===== src/rtl/axi_rd_if.sv =====
// rtl/axi_rd_if.sv - AXI read address / read data channel bundle
interface axi_rd_if;
    logic [3:0]  arid;
    logic [1:0]  arlock;
    logic [3:0]  arcache;
    logic [2:0]  arprot;
    logic [31:0] araddr;
    logic [7:0]  arlen;
    logic [2:0]  arsize;
    logic [1:0]  arburst;
    logic        arvalid;
    logic        arready;
    logic [3:0]  rid;
    logic [1:0]  rresp;
    logic [31:0] rdata;
    logic        rlast;
    logic        rvalid;
    logic        rready;

    modport master (
        output arid, arlock, arcache, arprot, araddr, arlen, arsize, arburst, arvalid, rready,
        input  arready, rid, rresp, rdata, rlast, rvalid
    );

    modport slave (
        input  arid, arlock, arcache, arprot, araddr, arlen, arsize, arburst, arvalid, rready,
        output arready, rid, rresp, rdata, rlast, rvalid
    );
endinterface


===== src/rtl/axi_rd.sv =====
// rtl/axi_rd.sv - cache-side read request to AXI AR/R transaction converter
module axi_rd #(
    parameter int D_BYTES_PER_LINE = 16,
    parameter int D_WORDS_PER_LINE = D_BYTES_PER_LINE / 4,
    localparam int D_LINE_WIDTH    = D_WORDS_PER_LINE * 32
) (
    input  logic                    clk,
    input  logic                    reset,
    input  logic                    rd_req,
    output logic                    rd_rdy,
    input  logic                    burst,
    input  logic [31:0]             addr,
    input  logic [1:0]              size,
    output logic                    rd_valid,
    output logic [D_LINE_WIDTH-1:0] rd_data,
    input  logic                    wr_idle,
    output logic                    read_unfinish,
    axi_rd_if.master                axi
);

    localparam int PTR_W = (D_WORDS_PER_LINE > 1) ? $clog2(D_WORDS_PER_LINE) : 1;

    typedef enum logic [2:0] {IDLE, WAIT_WR, AR, R, DONE} state_t;

    state_t             state;
    state_t             state_n;
    logic [31:0]        addr_q;
    logic               burst_q;
    logic [1:0]         size_q;
    logic [PTR_W-1:0]   ptr;
    logic               accept;
    logic               beat;

    // rid/rresp carry nothing this block acts on
    logic unused_r_fields;
    assign unused_r_fields = ^{axi.rid, axi.rresp};

    // AR payload comes straight from the latched request so it stays stable while arvalid waits
    assign axi.arid    = '0;
    assign axi.arlock  = '0;
    assign axi.arcache = '0;
    assign axi.arprot  = '0;
    assign axi.araddr  = burst_q ? (addr_q & ~32'(D_BYTES_PER_LINE - 1)) : addr_q;
    assign axi.arlen   = burst_q ? 8'(D_WORDS_PER_LINE - 1) : 8'd0;
    assign axi.arsize  = burst_q ? 3'b010 : {1'b0, size_q};
    assign axi.arburst = burst_q ? 2'b01 : 2'b00;

    // State register; reset abandons any in-flight transaction
    always_ff @(posedge clk or posedge reset) begin
        if (reset) state <= IDLE;
        else       state <= state_n;
    end

    // Next-state and handshake outputs, all decoded from the current state
    always_comb begin
        state_n       = state;
        rd_rdy        = 1'b0;
        axi.arvalid   = 1'b0;
        axi.rready    = 1'b0;
        rd_valid      = 1'b0;
        read_unfinish = 1'b0;
        case (state)
            IDLE: begin
                rd_rdy = 1'b1;
                if (rd_req) state_n = WAIT_WR;
            end
            WAIT_WR: begin
                // Always spend one cycle here so a write issued alongside the read drains first
                if (wr_idle) state_n = AR;
            end
            AR: begin
                axi.arvalid   = 1'b1;
                read_unfinish = 1'b1;
                if (axi.arready) state_n = R;
            end
            R: begin
                axi.rready    = 1'b1;
                read_unfinish = 1'b1;
                if (axi.rvalid && axi.rlast) state_n = DONE;
            end
            DONE: begin
                rd_valid = 1'b1;
                state_n  = IDLE;
            end
            default: state_n = IDLE;
        endcase
    end

    assign accept = rd_rdy & rd_req;
    assign beat   = axi.rready & axi.rvalid;

    // Request latch and beat word pointer
    always_ff @(posedge clk or posedge reset) begin
        if (reset) begin
            addr_q  <= '0;
            burst_q <= 1'b0;
            size_q  <= '0;
            ptr     <= '0;
        end else if (accept) begin
            addr_q  <= addr;
            burst_q <= burst;
            size_q  <= size;
            ptr     <= '0;
        end else if (beat) begin
            ptr <= (ptr == PTR_W'(D_WORDS_PER_LINE - 1)) ? '0 : ptr + 1'b1;
        end
    end

    // Line assembly; words a transfer does not touch keep their previous contents
    always_ff @(posedge clk) begin
        if (beat) rd_data[ptr*32 +: 32] <= axi.rdata;
    end

endmodule


===== src/flat_wrapper.sv =====
// flat-port wrapper written by rule: the top's interface ports become plain ports
module axi_rd_flat 
#(
    parameter int D_BYTES_PER_LINE = 16,
    parameter int D_WORDS_PER_LINE = D_BYTES_PER_LINE / 4,
    localparam int D_LINE_WIDTH    = D_WORDS_PER_LINE * 32
)
  (clk, reset, rd_req, rd_rdy, burst, addr, size, rd_valid, rd_data, wr_idle, read_unfinish, axi_arid, axi_arlock, axi_arcache, axi_arprot, axi_araddr, axi_arlen, axi_arsize, axi_arburst, axi_arvalid, axi_rready, axi_arready, axi_rid, axi_rresp, axi_rdata, axi_rlast, axi_rvalid);
  axi_rd_if axi_i ();
  input  logic clk;
  input  logic reset;
  input  logic rd_req;
  output logic rd_rdy;
  input  logic burst;
  input  logic [31:0] addr;
  input  logic [1:0] size;
  output logic rd_valid;
  output logic [D_LINE_WIDTH-1:0] rd_data;
  input  logic wr_idle;
  output logic read_unfinish;
  output wire logic [$bits(axi_i.arid)-1:0] axi_arid;
  output wire logic [$bits(axi_i.arlock)-1:0] axi_arlock;
  output wire logic [$bits(axi_i.arcache)-1:0] axi_arcache;
  output wire logic [$bits(axi_i.arprot)-1:0] axi_arprot;
  output wire logic [$bits(axi_i.araddr)-1:0] axi_araddr;
  output wire logic [$bits(axi_i.arlen)-1:0] axi_arlen;
  output wire logic [$bits(axi_i.arsize)-1:0] axi_arsize;
  output wire logic [$bits(axi_i.arburst)-1:0] axi_arburst;
  output wire logic [$bits(axi_i.arvalid)-1:0] axi_arvalid;
  output wire logic [$bits(axi_i.rready)-1:0] axi_rready;
  input wire logic [$bits(axi_i.arready)-1:0] axi_arready;
  input wire logic [$bits(axi_i.rid)-1:0] axi_rid;
  input wire logic [$bits(axi_i.rresp)-1:0] axi_rresp;
  input wire logic [$bits(axi_i.rdata)-1:0] axi_rdata;
  input wire logic [$bits(axi_i.rlast)-1:0] axi_rlast;
  input wire logic [$bits(axi_i.rvalid)-1:0] axi_rvalid;
  assign axi_arid = axi_i.arid;
  assign axi_arlock = axi_i.arlock;
  assign axi_arcache = axi_i.arcache;
  assign axi_arprot = axi_i.arprot;
  assign axi_araddr = axi_i.araddr;
  assign axi_arlen = axi_i.arlen;
  assign axi_arsize = axi_i.arsize;
  assign axi_arburst = axi_i.arburst;
  assign axi_arvalid = axi_i.arvalid;
  assign axi_rready = axi_i.rready;
  assign axi_i.arready = axi_arready;
  assign axi_i.rid = axi_rid;
  assign axi_i.rresp = axi_rresp;
  assign axi_i.rdata = axi_rdata;
  assign axi_i.rlast = axi_rlast;
  assign axi_i.rvalid = axi_rvalid;
  axi_rd #(.D_BYTES_PER_LINE(D_BYTES_PER_LINE), .D_WORDS_PER_LINE(D_WORDS_PER_LINE)) u_core (.clk(clk), .reset(reset), .rd_req(rd_req), .rd_rdy(rd_rdy), .burst(burst), .addr(addr), .size(size), .rd_valid(rd_valid), .rd_data(rd_data), .wr_idle(wr_idle), .read_unfinish(read_unfinish), .axi(axi_i));
endmodule

===== config.mk =====
export PLATFORM = sky130hd
export DESIGN_NAME = axi_rd_flat
export DESIGN_NICKNAME = d
export VERILOG_FILES = /design/src/rtl/axi_rd_if.sv /design/src/rtl/axi_rd.sv /design/src/flat_wrapper.sv
export SDC_FILE = /design/constraint.sdc
export NUM_CORES = 1
export LEC_CHECK = 0
export CAP_MARGIN = 20
export CORE_ASPECT_RATIO = 0.7
export CORE_MARGIN = 5
export CORE_UTILIZATION = 25
export DETAILED_ROUTE_END_ITERATION = 12
export DONT_BUFFER_PORTS = 1
export GPL_ROUTABILITY_DRIVEN = 0
export PLACE_DENSITY = 0.45
export SLEW_MARGIN = 10
export SYNTH_ARGS = -nofsm -noshare
export SYNTH_HDL_FRONTEND = slang
export SYNTH_SLANG_ARGS = --single-unit

===== constraint.sdc =====
create_clock -name clk -period 2.85 [get_ports clk]
set_input_delay 0.57 -clock clk [delete_from_list [all_inputs] [get_ports clk]]
set_output_delay 0.57 -clock clk [all_outputs]
set_load 0.05 [all_outputs]

==> reports/metrics.csv <==
metric,value,unit
hold_buf cts,0,
vias per inst,3.97,
routed wire length,16.8,mm
setup TNS,0,ns
synth warn,0,
htree depth,4,
Worst Path Max Fanout,8,
count of pins over their slew limit,0,
hpwl dp,11.8,mm
die width,210,um
DRT iter0 DRCs,144,
CTS tree,done,
final hold viol count,0,
Clock transition at path regs,0.07,ns
DR vias,3258,
Worst slew margin,33.1,%
met2 usage,16.5,%
setup bufs post-CTS,0,
post-DR wirelength/cell,20.5,um
row count,51,
Worst setup EP type,output port,
CTS buffer count,17,
Initial Util,25.3,%
post-synthesis average cell area,15.6,um^2
root buf cell,clkbuf_16,
DRT Pass-1 Iters,4,
Core Area,27800,um^2
Main synth FF type,edfxtp_1,
grt ovf,0,
crit share post-route,82.8,%
Netlist cell types,26,
grt met1 use,12.5,%
antenna violations before repair,0,
clock skew,0.0104,ns
Min-Delay Path Class,in2async,
crit path DAT,1.79,ns
pwr dens,1150,nW/um^2
layout cells sized above 1,21.8,%
status,completed,
die area,31600,um^2
first-pass GRT wire length,23.8,mm
Post-CTS Resized,0,
nets,524,
worst vdd ir,0.511,mV
Netlist Area Pre-Place,7030,um^2
WS Path Type,reg2out,
final setup vio count,0,
Post-synth ARST share,23.8,%
antenna-violating nets left,0,
die height,150,um
Post-synth EDFFs,128,
number of synthesized register bits,168,
"Most Used Layer, Global Route",met2,
io pins,271,
Clock Sinks,168,
DP Worst Slack,0.471,ns
CP required,2.28,ns
register area share after synthesis,69.0,%
setup slack after layout,0.490,ns
largest net degree at the start of global routing,41,
Cells after Synth,451,
CTS max path bufs,2,
GRT Overall Usage,10.3,%
LEAKAGE,2.80,nW
Worst-Skew Late Latency,0.42,ns
ANT cells,0,
met3 Track Usage GR,4.52,%
min Tclk post-route,2.36,ns
maximum clock frequency,424,MHz
max-cap violations,0,
synthesis-to-finish area growth,11.6,%
RSZ-0062 raised after global routing,no,
vias in the first global route,3509,
# DRC,0,
Least-Margin Pin Slew,1.00,ns
# port buffers,0,
Critical Path Source Type,flip-flop,
area by class of cell:
cell class / count / area (um^2)
clock buffer: 17 / 425
multi-input combinational: 229 / 1740
sequential: 168 / 4840
fill: 2797 / 19900
inverter: 4 / 15.0
timing repair buffer: 18 / 173
tap: 371 / 464
clock inverter: 14 / 185
flip-flops by register name, indices dropped and copies added (netlist names):
signal	flops
u_core.ptr	2
u_core.size_q	2
u_core.state	3
u_core.addr_q	32
u_core.burst_q	1
u_core.rd_data	128
final timing paths:
path / start / cells past startpoint / end / slack, ns
worst max-delay path: u_core.state[1]$_DFFE_PP0P_ / 3 / axi_rready / 0.49
worst min-delay path: reset / 1 / u_core.addr_q[23]$_DFFE_PP0P_ / 0.20
worst max register to register: u_core.ptr[0]$_DFFE_PP0P_ / 6 / u_core.rd_data[26]$_DFFE_PP_ / 0.53
worst min register to register: u_core.addr_q[1]$_DFFE_PP0P_ / 1 / u_core.addr_q[1]$_DFFE_PP0P_ / 0.51
max in group asynchronous: reset / 1 / u_core.addr_q[12]$_DFFE_PP0P_ / 2.06
min in group clk: addr[18] / 1 / u_core.addr_q[18]$_DFFE_PP0P_ / 0.29
where the power goes:
part           total [W]  internal (W)  leakage, nW  switching (W)
logic            0.00200      0.000853        0.941        0.00115
registers        0.00457       0.00315         1.57        0.00142
clock network    0.00242       0.00140        0.295        0.00102
worst max-delay path: stages (launching register included):
cell and delay [ns]:
dfrtp_1 0.50, nor2b_1 0.17, buf_4 0.22, and2_1 0.49
routing by layer:
metal	up-vias	wire, um
li1	1431	-
met1	1658	6760
met2	157	8270
met3	12	1570
met4	0	233
met5	-	0
synthesized netlist by cell type (4+ instances only):
library cell	n	area share [%]
mux2_2	7	1.1
edfxtp_1	128	55
nor2b_1	9	0.80
clkbuf_1	13	0.69
ha_1	6	1.1
mux2_4	28	6.0
buf_12	4	1.1
dfrtp_1	40	14
and2_1	133	12
buf_4	52	5.6
nor2_1	6	0.32
inv_1	4	0.21
cell families (layout without fill, tap and decap cells):
kind of cell / Yosys count / after routing / synth area share, %
other: 1 / 21 / 0.0534
AND/OR/NAND/NOR: 162 / 162 / 14.4
multiplexers: 38 / 38 / 7.53
adder cells (fa/ha/maj): 6 / 6 / 1.07
AO/OA/AOI/OAI: 2 / 2 / 0.249
buffers and inverters: 74 / 53 / 7.76
flip-flops: 168 / 168 / 69.0
layout by cell type (no fill, tap or decap), drive strengths merged:
cell type / count
and2: 134
nor2: 6
ha: 6
clkinv: 2
and4: 1
clkinvlp: 2
a311oi: 1
nor3b: 1
mux2i: 3
and2b: 1
mux2: 35
conb: 21
buf: 18
nor3: 4
or2: 2
nand2b: 3
nor2b: 9
inv: 11
and4b: 1
bufinv: 3
dfrtp: 40
edfxtp: 128
clkbuf: 17
a211o: 1
stage by stage:
step                      instance area [um^2]  util [%]  cells  hold slack [ns]  power [W]
after floorplan                           7100         -    471            0.473    0.00653
after global placement                    7230      26.1    790            0.485    0.00660
after detailed placement                  7230      26.1    790            0.485    0.00667
after CTS                                 7840      28.3    821            0.227    0.00913
after global routing                      7840      28.3    821            0.260    0.00939
final                                     7840      28.3    821            0.198    0.00900
(Power assumes the default switching activity.)
